$ cat config.mk
export PLATFORM = sky130hd
export DESIGN_NAME = mont_mul_ctrl
export DESIGN_NICKNAME = d
export VERILOG_FILES = /design/src/rtl/mont_mul_ctrl_pkg.sv /design/src/rtl/mont_mul_ctrl.sv
export SDC_FILE = /design/constraint.sdc
export NUM_CORES = 1
export LEC_CHECK = 0
export ABC_AREA = 0
export CAP_MARGIN = 20
export CORE_MARGIN = 5
export CORE_UTILIZATION = 30
export DETAILED_ROUTE_END_ITERATION = 8
export GPL_TIMING_DRIVEN = 0
export PLACE_DENSITY = 0.51
export SYNTH_ARGS = -nofsm -noshare
export SYNTH_HDL_FRONTEND = slang
export SYNTH_SLANG_ARGS = --single-unit
export TNS_END_PERCENT = 100
$ cat constraint.sdc
create_clock -name clk -period 2.64 [get_ports clk]
set_input_delay 0.528 -clock clk [delete_from_list [all_inputs] [get_ports clk]]
set_output_delay 0.528 -clock clk [all_outputs]
set_load 0.01 [all_outputs]
$ cat src/rtl/mont_mul_ctrl_pkg.sv
// Shared definitions for the Montgomery multiplier word-load sequencer:
// operand codes, word geometry, controller states and word-slicing helpers.
package mont_mul_ctrl_pkg;

  localparam int WORD_W   = 32;
  localparam int WORD_CNT = 4;

  localparam logic [1:0] MONT_MUL_OPERAND_A = 2'd0;
  localparam logic [1:0] MONT_MUL_OPERAND_B = 2'd1;
  localparam logic [1:0] MONT_MUL_OPERAND_N = 2'd2;

  localparam logic [1:0] LAST_WORD_IDX = 2'(WORD_CNT - 1);

  typedef enum logic [2:0] {
    ST_IDLE,
    ST_LOAD,
    ST_START,
    ST_WAIT,
    ST_DRAIN
  } state_t;

  function automatic logic [WORD_W-1:0] word_of(input logic [127:0] v,
                                                 input logic [1:0]   idx);
    return v[idx*WORD_W +: WORD_W];
  endfunction

  // Load sequence position: bits [3:2] pick N/A/B, bits [1:0] are the word offset.
  function automatic logic [1:0] seq_operand(input logic [3:0] seq);
    case (seq[3:2])
      2'd0:    return MONT_MUL_OPERAND_N;
      2'd1:    return MONT_MUL_OPERAND_A;
      default: return MONT_MUL_OPERAND_B;
    endcase
  endfunction

  function automatic logic [WORD_W-1:0] seq_word(input logic [3:0]   seq,
                                                 input logic [127:0] a,
                                                 input logic [127:0] b,
                                                 input logic [127:0] n);
    case (seq[3:2])
      2'd0:    return word_of(n, seq[1:0]);
      2'd1:    return word_of(a, seq[1:0]);
      default: return word_of(b, seq[1:0]);
    endcase
  endfunction

endpackage

$ cat src/rtl/mont_mul_ctrl.sv
// Initiator-side sequencer for the Montgomery multiplier: serializes one A/B/N
// command into word writes, starts the multiplier, and streams back the result.
module mont_mul_ctrl
  import mont_mul_ctrl_pkg::*;
#(
  parameter int TIMEOUT_CYCLES = 512
) (
  input  logic         clk,
  input  logic         rst_n,
  input  logic         cmd_valid,
  output logic         cmd_ready,
  input  logic [127:0] cmd_a,
  input  logic [127:0] cmd_b,
  input  logic [127:0] cmd_n,
  input  logic         cmd_skip_n,
  output logic         mm_in_valid,
  output logic [31:0]  mm_in_word,
  output logic [1:0]   mm_in_operand,
  output logic [1:0]   mm_in_offset,
  output logic         mm_start,
  input  logic [127:0] mm_result,
  input  logic         mm_valid,
  output logic         rsp_valid,
  input  logic         rsp_ready,
  output logic [31:0]  rsp_word,
  output logic         rsp_last,
  output logic         rsp_error,
  output logic         busy
);

  localparam int              TW        = $clog2(TIMEOUT_CYCLES);
  localparam logic [TW-1:0]   WAIT_LAST = TW'(TIMEOUT_CYCLES - 1);
  localparam logic [3:0]      SEQ_N3    = 4'd3;
  localparam logic [3:0]      SEQ_A0    = 4'd4;
  localparam logic [3:0]      SEQ_LAST  = 4'd11;

  state_t        r_state;
  logic [3:0]    r_seq;
  logic [1:0]    r_ridx;
  logic [TW-1:0] r_wait;
  logic [127:0]  r_a;
  logic [127:0]  r_b;
  logic [127:0]  r_n;
  logic [127:0]  r_res;
  logic          r_n_loaded;

  logic          r_cmd_ready;
  logic          r_mm_in_valid;
  logic [31:0]   r_mm_in_word;
  logic [1:0]    r_mm_in_operand;
  logic [1:0]    r_mm_in_offset;
  logic          r_mm_start;
  logic          r_rsp_valid;
  logic [31:0]   r_rsp_word;
  logic          r_rsp_last;
  logic          r_rsp_error;
  logic          r_busy;

  logic          w_hs;
  logic          w_skip;
  logic [3:0]    w_seq_first;
  logic [3:0]    w_seq_next;
  logic [1:0]    w_ridx_next;
  logic          w_rsp_fire;

  assign w_hs        = r_cmd_ready & cmd_valid;
  // A skip request is only honoured once some N has actually reached the multiplier.
  assign w_skip      = cmd_skip_n & r_n_loaded;
  assign w_seq_first = w_skip ? SEQ_A0 : 4'd0;
  assign w_seq_next  = r_seq + 4'd1;
  assign w_ridx_next = r_ridx + 2'd1;
  assign w_rsp_fire  = r_rsp_valid & rsp_ready;

  always_ff @(posedge clk or negedge rst_n) begin
    if (!rst_n) begin
      r_state         <= ST_IDLE;
      r_seq           <= '0;
      r_ridx          <= '0;
      r_wait          <= '0;
      r_a             <= '0;
      r_b             <= '0;
      r_n             <= '0;
      r_res           <= '0;
      r_n_loaded      <= 1'b0;
      r_cmd_ready     <= 1'b0;
      r_mm_in_valid   <= 1'b0;
      r_mm_in_word    <= '0;
      r_mm_in_operand <= '0;
      r_mm_in_offset  <= '0;
      r_mm_start      <= 1'b0;
      r_rsp_valid     <= 1'b0;
      r_rsp_word      <= '0;
      r_rsp_last      <= 1'b0;
      r_rsp_error     <= 1'b0;
      r_busy          <= 1'b0;
    end else begin
      r_mm_start <= 1'b0;
      case (r_state)
        ST_IDLE: begin
          r_cmd_ready <= 1'b1;
          if (w_hs) begin
            r_a             <= cmd_a;
            r_b             <= cmd_b;
            r_n             <= cmd_n;
            r_cmd_ready     <= 1'b0;
            r_busy          <= 1'b1;
            r_seq           <= w_seq_first;
            r_mm_in_valid   <= 1'b1;
            r_mm_in_word    <= seq_word(w_seq_first, cmd_a, cmd_b, cmd_n);
            r_mm_in_operand <= seq_operand(w_seq_first);
            r_mm_in_offset  <= w_seq_first[1:0];
            r_state         <= ST_LOAD;
          end
        end

        ST_LOAD: begin
          if (r_seq == SEQ_N3) begin
            r_n_loaded <= 1'b1;
          end
          if (r_seq == SEQ_LAST) begin
            r_mm_in_valid   <= 1'b0;
            r_mm_in_word    <= '0;
            r_mm_in_operand <= '0;
            r_mm_in_offset  <= '0;
            r_mm_start      <= 1'b1;
            r_state         <= ST_START;
          end else begin
            r_seq           <= w_seq_next;
            r_mm_in_word    <= seq_word(w_seq_next, r_a, r_b, r_n);
            r_mm_in_operand <= seq_operand(w_seq_next);
            r_mm_in_offset  <= w_seq_next[1:0];
          end
        end

        ST_START: begin
          r_wait  <= '0;
          r_state <= ST_WAIT;
        end

        ST_WAIT: begin
          // A done strobe on the final wait cycle still counts as success.
          if (mm_valid) begin
            r_res       <= mm_result;
            r_ridx      <= '0;
            r_rsp_valid <= 1'b1;
            r_rsp_word  <= word_of(mm_result, 2'd0);
            r_rsp_last  <= 1'b0;
            r_rsp_error <= 1'b0;
            r_state     <= ST_DRAIN;
          end else if (r_wait == WAIT_LAST) begin
            r_rsp_valid <= 1'b1;
            r_rsp_word  <= '0;
            r_rsp_last  <= 1'b1;
            r_rsp_error <= 1'b1;
            r_state     <= ST_DRAIN;
          end else begin
            r_wait <= r_wait + 1'b1;
          end
        end

        ST_DRAIN: begin
          if (w_rsp_fire) begin
            if (r_rsp_last) begin
              r_rsp_valid <= 1'b0;
              r_rsp_word  <= '0;
              r_rsp_last  <= 1'b0;
              r_rsp_error <= 1'b0;
              r_busy      <= 1'b0;
              r_cmd_ready <= 1'b1;
              r_state     <= ST_IDLE;
            end else begin
              r_ridx     <= w_ridx_next;
              r_rsp_word <= word_of(r_res, w_ridx_next);
              r_rsp_last <= (w_ridx_next == LAST_WORD_IDX);
            end
          end
        end

        default: r_state <= ST_IDLE;
      endcase
    end
  end

  assign cmd_ready     = r_cmd_ready;
  assign mm_in_valid   = r_mm_in_valid;
  assign mm_in_word    = r_mm_in_word;
  assign mm_in_operand = r_mm_in_operand;
  assign mm_in_offset  = r_mm_in_offset;
  assign mm_start      = r_mm_start;
  assign rsp_valid     = r_rsp_valid;
  assign rsp_word      = r_rsp_word;
  assign rsp_last      = r_rsp_last;
  assign rsp_error     = r_rsp_error;
  assign busy          = r_busy;

endmodule

# Word-level counts from Yosys, hierarchy flattened
# Cells that the tools add are included.
# classes
addsub,3
mul,0
n_div,0
n_lt_le_gt_ge,0
n_eq_ne,20
shift,7
muxes,56
bitwise,3
n_reduce_logical,20
# ops
operator,count
$shiftx 128x8->32,7
$pmux 32 s2,4
$mux 32,6
$mux 3,7
$pmux 2 s2,5
$mux 9,2
$ne 2x2->1 const B,9
$pmux 9 s2,1
$pmux 3 s5,1
$reduce_and 3->1,5
$mux 1,14
$mux 2,7
$pmux 1 s2,6
$reduce_and 4->1,3
$add 9x1->9 const B,1
$eq 9x9->1 const B,1
$mux 4,2
$pmux 4 s2,1
$reduce_and 2->1,4
$reduce_bool 2->1,4
$eq 3x2->1 const B,2
$reduce_and 5->1,1
$add 4x1->4 const B,1
$eq 4x2->1 const B,1
other kinds (11),14
# word_totals
register_bits,606
latchBits,0
ramBits,0
mem_bits_ro,0
inputBits,518
out_inout_bits,75
wordCells,129
memories,0

# Depth between registers and ports, before layout
# Gate-level depths: netlist of the first run.
# logic_depth
ltp_word,6
mapped_depth,10
ltp_nobuf,8

# Least setup slack after synthesis of the first run
# Ideal clock, no wire load.
# synth_path
path_kind,flip-flop to flip-flop
from,reg r_ridx[0]
to,"reg r_rsp_word[10], in the netlist rsp_word[10]"
setup_time_ns,0.137
arrival_ns,2.427
t_required_ns,2.503
slack_ns,0.076
stages_incl_launch_ff,10
synth_period_minus_slack_ns,2.564
path_cell_list,dfrtp_1 -> buf_2 -> buf_1 -> inv_1 -> ha_1 -> clkbuf_1 -> clkbuf_1 -> mux4_2 -> a22oi_1 -> a21oi_1
# synth_via
elab_chain_len,5
# synth_lines
item,line,text
from (decl),mont_mul_ctrl.sv:39,logic [1:0] r_ridx;
from (signal assigned),mont_mul_ctrl.sv:172,r_ridx <= w_ridx_next;
$add 2x1->2,mont_mul_ctrl.sv:71,assign w_ridx_next = r_ridx + 2'd1;
$shiftx 128x8->32,mont_mul_ctrl_pkg.sv:24,return v[idx*WORD_W +: WORD_W];
$mux 32,mont_mul_ctrl.sv:163,if (r_rsp_last) begin
$mux 32,mont_mul_ctrl.sv:162,if (w_rsp_fire) begin
$pmux 32 s2,mont_mul_ctrl.sv:98,case (r_state)
to (signal assigned),mont_mul_ctrl.sv:146,"r_rsp_word <= word_of(mm_result, 2'd0);"
to (signal assigned),mont_mul_ctrl.sv:173,"r_rsp_word <= word_of(r_res, w_ridx_next);"
to (decl),mont_mul_ctrl.sv:54,logic [31:0] r_rsp_word;
# Every way passes these cells. The select of a mux whose other input is x is not followed.
# A chain may end at the register's enable or synchronous reset.

# Worst setup path after layout of the first run
# layout_path
from,reg r_seq[0]
to,"reg r_mm_in_word[30], in the netlist mm_in_word[30]"
# layout_via
elab_chain_len,5
elab_cells_between_ends,10
cone_classes,add/sub (1); eq/ne (2); shift (3); mux (3); reduce/logical (1)
# layout_lines
item,line,text
from (decl),mont_mul_ctrl.sv:38,logic [3:0] r_seq;
from (signal assigned),mont_mul_ctrl.sv:107,r_seq <= w_seq_first;
from (signal assigned),mont_mul_ctrl.sv:128,r_seq <= w_seq_next;
$add 4x1->4,mont_mul_ctrl.sv:70,assign w_seq_next = r_seq + 4'd1;
$shiftx 128x8->32 (tied with other cells),mont_mul_ctrl_pkg.sv:24,
$pmux 32 s2,mont_mul_ctrl_pkg.sv:40,case (seq[3:2])
$mux 32 *,mont_mul_ctrl.sv:120,if (r_seq == SEQ_LAST) begin
$pmux 32 s2 *,mont_mul_ctrl.sv:98,
to (signal assigned),mont_mul_ctrl.sv:109,"r_mm_in_word <= seq_word(w_seq_first, cmd_a, cmd_b, cmd_n);"
to (signal assigned),mont_mul_ctrl.sv:129,"r_mm_in_word <= seq_word(w_seq_next, r_a, r_b, r_n);"
to (decl),mont_mul_ctrl.sv:49,logic [31:0] r_mm_in_word;
# Mark *: on every way between the ends. The rest lies on a longest branch, timed or not.

==> results of run 1 <==
## per-layer routing
layer	vias up	share of wire
li1	9094	-
met1	10872	0.41
met2	743	0.48
met3	193	0.078
met4	32	0.032
met5	-	0.0017
## cells in the mapped netlist (3+ instances only)
library cell	n
o21ai_0	58
a221oi_1	15
ha_1	4
and3_1	6
a22o_1	19
nor3_1	19
buf_6	5
nand2_1	52
dfrtp_1	606
nand4_1	4
mux4_2	32
o21a_1	33
o221ai_1	49
o22ai_1	34
or2_2	3
inv_1	17
o211ai_1	17
a21oi_1	61
mux2_2	577
clkbuf_1	70
or3_1	3
nand3_1	6
a41oi_1	14
and2_1	3
a221oi_2	14
buf_4	5
nand3b_1	3
xor2_1	6
buf_2	74
buf_1	4
a21boi_1	13
a32oi_1	17
mux2i_1	50
a211oi_1	22
nor2_1	77
a22oi_1	32
## path summary, 6_finish.rpt
kind / from / end / slack, ps / cells past startpoint
max in group asynchronous: rst_n / r_res[114] / 490 / 4
min: r_a[85] / r_a[85] / 500 / 1
max: r_seq[0] / mm_in_word[30] / 70 / 9
min in group asynchronous: rst_n / r_n[53] / 520 / 2
max reg2reg: r_seq[0] / mm_in_word[30] / 70 / 9
min reg2reg: r_a[85] / r_a[85] / 500 / 1
## area by class of cell
type / count / area share
diodes: 28 / 0.00183
plain buffers: 155 / 0.0226
clock buffers: 108 / 0.0557
clock inverters: 18 / 0.00507
inverters: 18 / 0.00187
multi-input cells: 1267 / 0.318
flip-flops and latches: 606 / 0.397
well taps: 1186 / 0.0388
repair buffers: 603 / 0.160
## cell families after synthesis
| group | synth area share |
|---|---|
| xor+xnor | 0.00312 |
| fa+ha+maj | 0.00181 |
| flops | 0.548 |
| compound gates | 0.108 |
| buf+inv | 0.0294 |
| mux | 0.279 |
| simple gates | 0.0303 |
## cells in the final DEF, fill, tap and decap left out, types with 12 or more instances in the layout
cell type | netlist | routed
clkdlybuf4s50_1 | 0 | 591
inv_1 | 17 | 17
a32oi_1 | 17 | 17
nor3_1 | 19 | 18
mux2i_1 | 50 | 44
a22oi_1 | 32 | 32
a41oi_1 | 14 | 14
diode_2 | 0 | 28
a21oi_1 | 61 | 60
a221oi_1 | 15 | 15
dfrtp_1 | 606 | 604
o221ai_1 | 49 | 38
mux4_2 | 32 | 32
clkbuf_1 | 70 | 55
nor2_1 | 77 | 77
o21a_1 | 33 | 33
clkbuf_4 | 0 | 16
o211ai_1 | 17 | 17
buf_4 | 5 | 12
clkbuf_2 | 1 | 25
a221oi_2 | 14 | 14
a21boi_1 | 13 | 13
nand2_1 | 52 | 49
a22o_1 | 19 | 19
buf_2 | 74 | 61
clkbuf_8 | 0 | 13
o21ai_0 | 58 | 44
mux2_2 | 577 | 577
clkbuf_16 | 0 | 75
o22ai_1 | 34 | 34
## metrics by stage
stage                     setup slack (ps)  instances  hold WS [ps]  power, mW
after floorplan                       76.3       2050           232       29.1
after global placement              -26630       3828           470       38.3
after detailed placement              -989       3834           489       38.8
after CTS                            -10.1       3962           472       49.9
after global routing                 -28.5       3971           493       52.4
final                                 72.8       3989           498       49.7
## where the power goes
group | internal [mW] | switching [mW] | leakage, nW
combinational | 11.0 | 12.6 | 7.17
clock | 5.80 | 4.15 | 1.14
sequential | 13.7 | 2.50 | 7.38
## what timing repair did
| item | in CTS | in global routing |
|---|---|---|
| gates cloned | 0 | 0 |
| endpoints found under the setup margin | 432 | 110 |
| pin swaps | 4 | 4 |
| hold buffers | 1 | 0 |
| endpoints found under the hold margin | 77 | 0 |
| setup buffers | 4 | 0 |
| gates resized for setup | 117 | 64 |
## worst max-delay path, delay by kind of cell, from the launching register on
family                     cells  cell delay [ps]
muxes                          1              370
DFF                            1              450
and+or+nand+nor                1              320
xor gates and xnor gates       1              200
adders and majority gates      1              200
buffers and inverters          3              540
AOI/OAI and AO/OA              2              360
## state kept, by name, summed over array words and instances, names as in the netlist, 2 cells and up
register,flops
rsp_word,32
r_ridx,2
r_state,3
r_a,128
r_b,128
r_n,128
r_res,128
r_seq,4
mm_in_offset,2
mm_in_word,32
r_wait,9
mm_in_operand,2
==> impl_metrics.toml, run 1 <==
[worst_setup_path]
path_cells = "ha_1 -> buf_2 -> xnor2_4 -> buf_6 -> buf_4 -> mux2_2 -> o221ai_1 -> a21oi_1 -> or3_1"
endpoint_kind = "flip-flop"
crit_fanout = 8
critPathLaunchType = "flip-flop"
crit_path_top_delay_cell = "dfrtp_2"
worstSetupPathType = "flip-flop to flip-flop"
critPathMaxStageDelay_ps = 450
arrival_ps = 3060
required_ps = 3130

[route]
wl_um = 119000
wire_per_inst_um = 29.9
dr_total_vias = 20934
dr.pass1.iters = 7
vias_per_cell = 5.25
drt_iter0_drc = 1430
antenna_left = 0
route.detailed.drc = 0

[global_route]
grt_use_total = 0.235
grt.busiest_layer = "met2"
met2_usage = 0.396
grt_first_pass_wirelength_um = 168000
gr-usage-met3 = 0.0717
grt_overflow_total = 0
met1_usage = 0.291
grt_max_degree = 123
antenna_found_initial = 44
grt_pass1_vias = 22770

[cts]
clk_pin_slew_ps = 60
cts_tree = "done"
clkSinkCount = 606
cts_root_buf = "clkbuf_16"
cts_max_path_buffers = 3
cts-htree-levels = 3
clk_latency_ps = 630
numCtsBuffers = 74

[final_layout]
stdcell_area_um2 = 38200
drive_above_1_share = 0.335
final_nets = 3247
multi_input_area_um2 = 12100
fillers = 8574
utilization = 0.417
syn2layout_area_growth_pct = 38.2
register_area_um2 = 15200

[sta]
maxSlewViolCount = 0
slew_headroom = 0.308
fin_crit_ps = 2570
fmax_ghz = 0.390
setup_viol = 0
period_share = 0.972
tns_ps = 0
hold_viol = 0
worst_pin_slew_ps = 1040
rsz0062_at_grt = "true"
fin_skew_ps = 29.9

[die]
rows = 111
initial_core_util = 0.302
die_y_um = 314
core_um2 = 91700
die_area_um2 = 98400
die_w_um = 314
num_io_pins = 593

[yosys]
synth.avg_cell_area_um2 = 13.5
synthArstFlopShare = 1.00
yosysSeqAreaShare = 0.548
synth_edf_count = 0
yosysTopAreaCell = "dfrtp_1"
ys_seq_elements = 606
syn_nets = 2572
synth_top_area_share = 0.548
ys_warn_count = 0
synth_ff_type = "dfrtp_1"
syn-cell-area_um2 = 27700
syn_inst = 2050
ys_types = 59
synth.area.top_cells = "dfrtp_1, mux2_2, mux4_2, mux2i_1, o221ai_1"

[place]
placed_area_um2 = 35200
io_buffers = 592
place_congestion = 0.862
hpwl_um = 92400

[status]
status = "complete, no violations"

[power_and_ir_drop]
power_leakage_nw = 15.7
vdd_ir_drop_max_uv = 654
power.density_nw_per_um2 = 1300

[flow_run]
drv_cap = 0

[min_path]
min_path_type = "flip-flop to flip-flop"
Note: power is estimated with default switching activity, not from simulation.
==> inputs of run 2 (changes only) <==
- CTS_CLUSTER_DIAMETER: default -> 200
- SETUP_SLACK_MARGIN: default -> 0.1
- TNS_END_PERCENT: 100 -> 1
==> impl_metrics.toml, run 2 (synthesis gave the netlist of run 1 again) <==
[status]
status = "complete, no violations"

[power_and_ir_drop]
power.density_nw_per_um2 = 1320
power_leakage_nw = 16.0
vdd_ir_drop_max_uv = 581
power_mw = 51.5

[worst_setup_path]
worst_path_most_repeated_cell = "buf_12"
regToRegSetupSlack_ps = 60
endpoint_kind = "flip-flop"
critPathLaunchType = "flip-flop"
critPathMaxStageDelay_ps = 460
reg2reg_depth = 11
crit_path_top_delay_cell = "a211oi_4"
timing.rr.start = "r_seq[0]"
required_ps = 3170
crit_fanout = 6
reg2reg_to = "mm_in_word[20]"
worstSetupPathType = "flip-flop to flip-flop"
arrival_ps = 3110
path_cells = "ha_1 -> buf_6 -> xnor2_4 -> buf_12 -> buf_12 -> buf_16 -> buf_12 -> mux2i_2 -> a211oi_4 -> nor3_1 -> a32oi_1"

[cts]
clk_pin_slew_ps = 60
cts_root_buf = "clkbuf_16"
cts_tree = "done"
cts_max_path_buffers = 3
cts-htree-levels = 3
clkSinkCount = 606
numCtsBuffers = 74
clk_latency_ps = 650

[place]
post-place-ws_ps = -963
dpl.cell_count = 3836
place_congestion = 0.872
hpwl_um = 91800
io_buffers = 592

[route]
route.detailed.drc = 0
dr.pass1.iters = 5
wl_um = 119000
dr_total_vias = 20928
antenna_left = 0
wire_per_inst_um = 29.6
drt_iter0_drc = 1432
vias_per_cell = 5.20

[die]
rows = 111
die_y_um = 314
die_area_um2 = 98400
initial_core_util = 0.302
core_um2 = 91700
die_w_um = 314
num_io_pins = 593

[global_route]
gr-usage-met3 = 0.0819
grt_pass1_vias = 22548
grt_overflow_total = 0
grt_first_pass_wirelength_um = 167000
grt_use_total = 0.234
antenna_found_initial = 59
met1_usage = 0.285
met2_usage = 0.393
grt.busiest_layer = "met2"
grt_max_degree = 121

[sta]
tns_ps = 0
maxSlewViolCount = 0
fmax_ghz = 0.388
worst_slack_ps = 60.9
fin_crit_ps = 2580
worst_pin_slew_ps = 982
setup_viol = 0
rsz0062_at_grt = "true"
fin_skew_ps = 36.2
hold_viol = 0
period_share = 0.977
holdWs_ps = 277
slew_headroom = 0.344

[final_layout]
drive_above_1_share = 0.345
layout_commonest_cell = "dfrtp_1"
final_nets = 3267
layout_common_cells = "dfrtp_1, clkdlybuf4s50_1, mux2_2"
syn2layout_area_growth_pct = 40.6
final_cells = 4022

[flow_run]
drv_cap = 0

[min_path]
min_path_type = "primary input to asynchronous set/reset pin"
## run 2: cell count changes in the layout (fill, tap and decap cells not counted), moves of 5 or more
cell	previous run	this run
diode_2	28	34
buf_12	1	6
buf_4	12	40
buf_2	61	41
## run 2: worst max path at each step
stage                    from              to  slack, ps  depth (start not counted)
floorplan           r_ridx[0]    rsp_word[10]        280                          9
global placement        rst_n      r_res[116]     -26830                          1
detailed placement  cmd_valid         r_n[66]       -960                          7
CTS                  r_seq[1]  mm_in_word[17]        -20                         10
global route         r_seq[0]  mm_in_word[30]        -30                         10
finish               r_seq[0]  mm_in_word[20]         60                         11
## run 2: where the power goes
| group | total, mW | switching [mW] | leakage [nW] | internal [mW] |
|---|---|---|---|---|
| clock network | 10.6 | 4.28 | 1.25 | 6.34 |
| logic | 24.6 | 12.9 | 7.33 | 11.8 |
| registers | 16.2 | 2.52 | 7.38 | 13.7 |
| total | 51.5 | 19.7 | 16.0 | 31.8 |
## run 2: cell type report
type	instances	area, um2
multi-input combinational	1267	12200
inverter	18	67.6
buffer	158	1010
clock buffer	108	2170
sequential	606	15200
clock inverter	25	369
tap	1186	1480
fill	8552	52800
timing repair buffer	620	6330
antenna	34	85.1
## run 2: repair_timing
item / 4_1_cts / 5_1_grt
cloned: 0 / 3
pin swaps: 10 / 12
setup endpoints to repair: 447 / 313
resized for setup: 151 / 74
endpoints found under the hold margin: 28 / 0
buffers inserted: 0 / 16
hold buffers: 1 / 0
## run 2: worst max-delay path, delay by kind of cell (launching register included)
kind                     cells  cell delay, ps
adder cells (fa/ha/maj)      1             210
AND/OR/NAND/NOR              1              80
XOR/XNOR                     1             160
AO/OA/AOI/OAI                2             670
flip-flops                   1             430
buffers and inverters        5             730
multiplexers                 1             180
## run 2: per-stage QoR
step	cell area [um2]	util
6_report	38900	0.424
5_1_grt	38800	0.424
4_1_cts	38300	0.418
3_5_place_dp	35300	0.385
3_3_place_gp	35100	0.383
2_1_floorplan	27700	-
## run 2: per-layer routing
metal / wire length (um) / part of all wire
met4: 3500 / 0.029
met5: 278 / 0.0023
met3: 10500 / 0.088
met2: 57700 / 0.48
met1: 47200 / 0.40
==> inputs of run 3 (changes only) <==
- CORE_MARGIN: 5 -> 2
- SKIP_LAST_GASP: default -> 1
==> impl_metrics.toml, run 3 (synthesis gave the netlist of run 1 again) <==
[status]
status = "complete, no violations"

[cts]
clk_latency_ps = 640
clk_pin_slew_ps = 60
cts_tree = "done"
numCtsBuffers = 73
cts-htree-levels = 3
cts_max_path_buffers = 3
clkSinkCount = 606
cts_root_buf = "clkbuf_16"

[final_layout]
drive_above_1_share = 0.341
utilization = 0.421
register_area_um2 = 15200
final_nets = 3260
layout_common_cells = "dfrtp_1, clkdlybuf4s50_1, mux2_2"
multi_input_area_um2 = 12200
stdcell_area_um2 = 38600
layout_commonest_cell = "dfrtp_1"
syn2layout_area_growth_pct = 39.4
fillers = 8475

[worst_setup_path]
arrival_ps = 3090
crit_fanout = 10
timing.rr.start = "r_seq[1]"
worstSetupPathType = "flip-flop to flip-flop"
critPathLaunchType = "flip-flop"
crit_path_top_delay_cell = "dfrtp_2"
startpoint = "r_seq[1]"
required_ps = 3140
endpoint_kind = "flip-flop"
path_cells = "ha_1 -> buf_6 -> xnor2_4 -> buf_6 -> mux2_2 -> mux2_2 -> o21ai_0 -> a21boi_1"
reg2reg_depth = 8
critPathMaxStageDelay_ps = 450

[route]
dr_total_vias = 20944
antenna_left = 0
top_layer = "met5"
m1WireLength_um = 47000
route.detailed.drc = 0
wire_per_inst_um = 29.3
wl_met3_um = 9640
wl_met2_um = 56400
vias_per_cell = 5.23
wl_um = 117000
dr.pass1.iters = 5
drt_iter0_drc = 1338

[min_path]
min_path_type = "primary input to asynchronous set/reset pin"

[sta]
slew_headroom = 0.331
fmax_ghz = 0.385
maxSlewViolCount = 0
setup_viol = 0
holdWs_ps = 461
fin_skew_ps = 33.3
worst_pin_slew_ps = 1000
fin_crit_ps = 2590
hold_viol = 0
rsz0062_at_grt = "true"
period_share = 0.983

[power_and_ir_drop]
power.density_nw_per_um2 = 1310
swShare = 0.384
pwr-share-clk = 0.200
internal-power_mw = 31.2
vdd_ir_drop_max_uv = 549
p_sw_mw = 19.5
seqPwrFrac = 0.321
power_leakage_nw = 15.8
power_frac_comb = 0.479

[place]
io_buffers = 592
hpwl_um = 90100
place_congestion = 0.884
placed_area_um2 = 35200

[die]
die_y_um = 308
die_area_um2 = 94700
rows = 111
core_um2 = 91500
initial_core_util = 0.302
num_io_pins = 593
die_w_um = 308

[global_route]
grt_use_total = 0.243
grt_max_degree = 121
grt_pass1_vias = 22449
grt_overflow_total = 0
antenna_found_initial = 61
grt_first_pass_wirelength_um = 165000

[flow_run]
drv_cap = 0
==> run 3: cell types whose count changed in the layout (fill, tap and decap cells not counted), moves of 3 or more <==
cell and change:
clkbuf_8 +5, clkbuf_4 +3, clkinv_2 -5, clkbuf_2 -3
buf_2 +15, o21ai_2 +5, o21ai_4 -5, bufinv_16 -5
clkbuf_1 +4, diode_2 -12, buf_4 -19
==> run 3: metrics by stage <==
| step | total power, mW | instances | setup slack, ps | setup TNS, ps |
|---|---|---|---|---|
| finish | 50.7 | 4002 | 45.5 | 0 |
| global route | 53.3 | 3993 | -9.17 | -34.3 |
| CTS | 50.2 | 3971 | -52.6 | -893 |
| detailed placement | 38.7 | 3834 | -891 | -303290 |
| global placement | 38.3 | 3828 | -26850 | - |
| floorplan | 29.1 | 2050 | 276 | 0 |
==> run 3: cell type report <==
class | count | share of cell area
diodes | 22 | 0.00143
clock buffers | 116 | 0.0584
repair buffers | 615 | 0.163
well taps | 1186 | 0.0385
inverters | 18 | 0.00175
clock inverters | 15 | 0.00389
plain buffers | 157 | 0.0243
flip-flops and latches | 606 | 0.393
multi-input cells | 1267 | 0.316
==> run 3: path summary, 6_finish.rpt <==
check	end	slack, ps
max in group asynchronous	r_a[104]	570
max	mm_in_word[22]	50
min	r_n[58]	460
min in group clk	r_b[6]	490
min reg2reg	r_a[85]	500
max reg2reg	mm_in_word[22]	50
==> run 3: power by group through the flow <==
stage,sequential [mW],clock (mW),combinational [mW]
after global placement,16.2,0,22.1
after detailed placement,16.3,0,22.4
after global routing,16.7,10.8,25.8
final,16.3,10.2,24.3
after CTS,16.2,10.4,23.7
after floorplan,15.7,0,13.4
==> run 3: metal layers <==
metal  up-vias  track usage
met2       721        0.406
li1       9116            -
met5         -            0
met3       223       0.0818
met1     10816        0.294
met4        68       0.0799
==> run 3: repair_timing <==
action                     4_1_cts  5_1_grt
setup endpoints to repair      464      485
hold endpoints to repair        57        0
pin swaps                        7       13
gates cloned                     0        2
hold buffers                     1        0
resized for setup              120       96
buffers inserted                 6        7
==> run 3: critical path: cells and delay by family, from the launching register on <==
kind	cells	cell delay, ps
DFF	1	450
buffers and inverters	2	440
AOI/OAI and AO/OA	2	480
xor gates and xnor gates	1	240
muxes	2	650
adders and majority gates	1	200
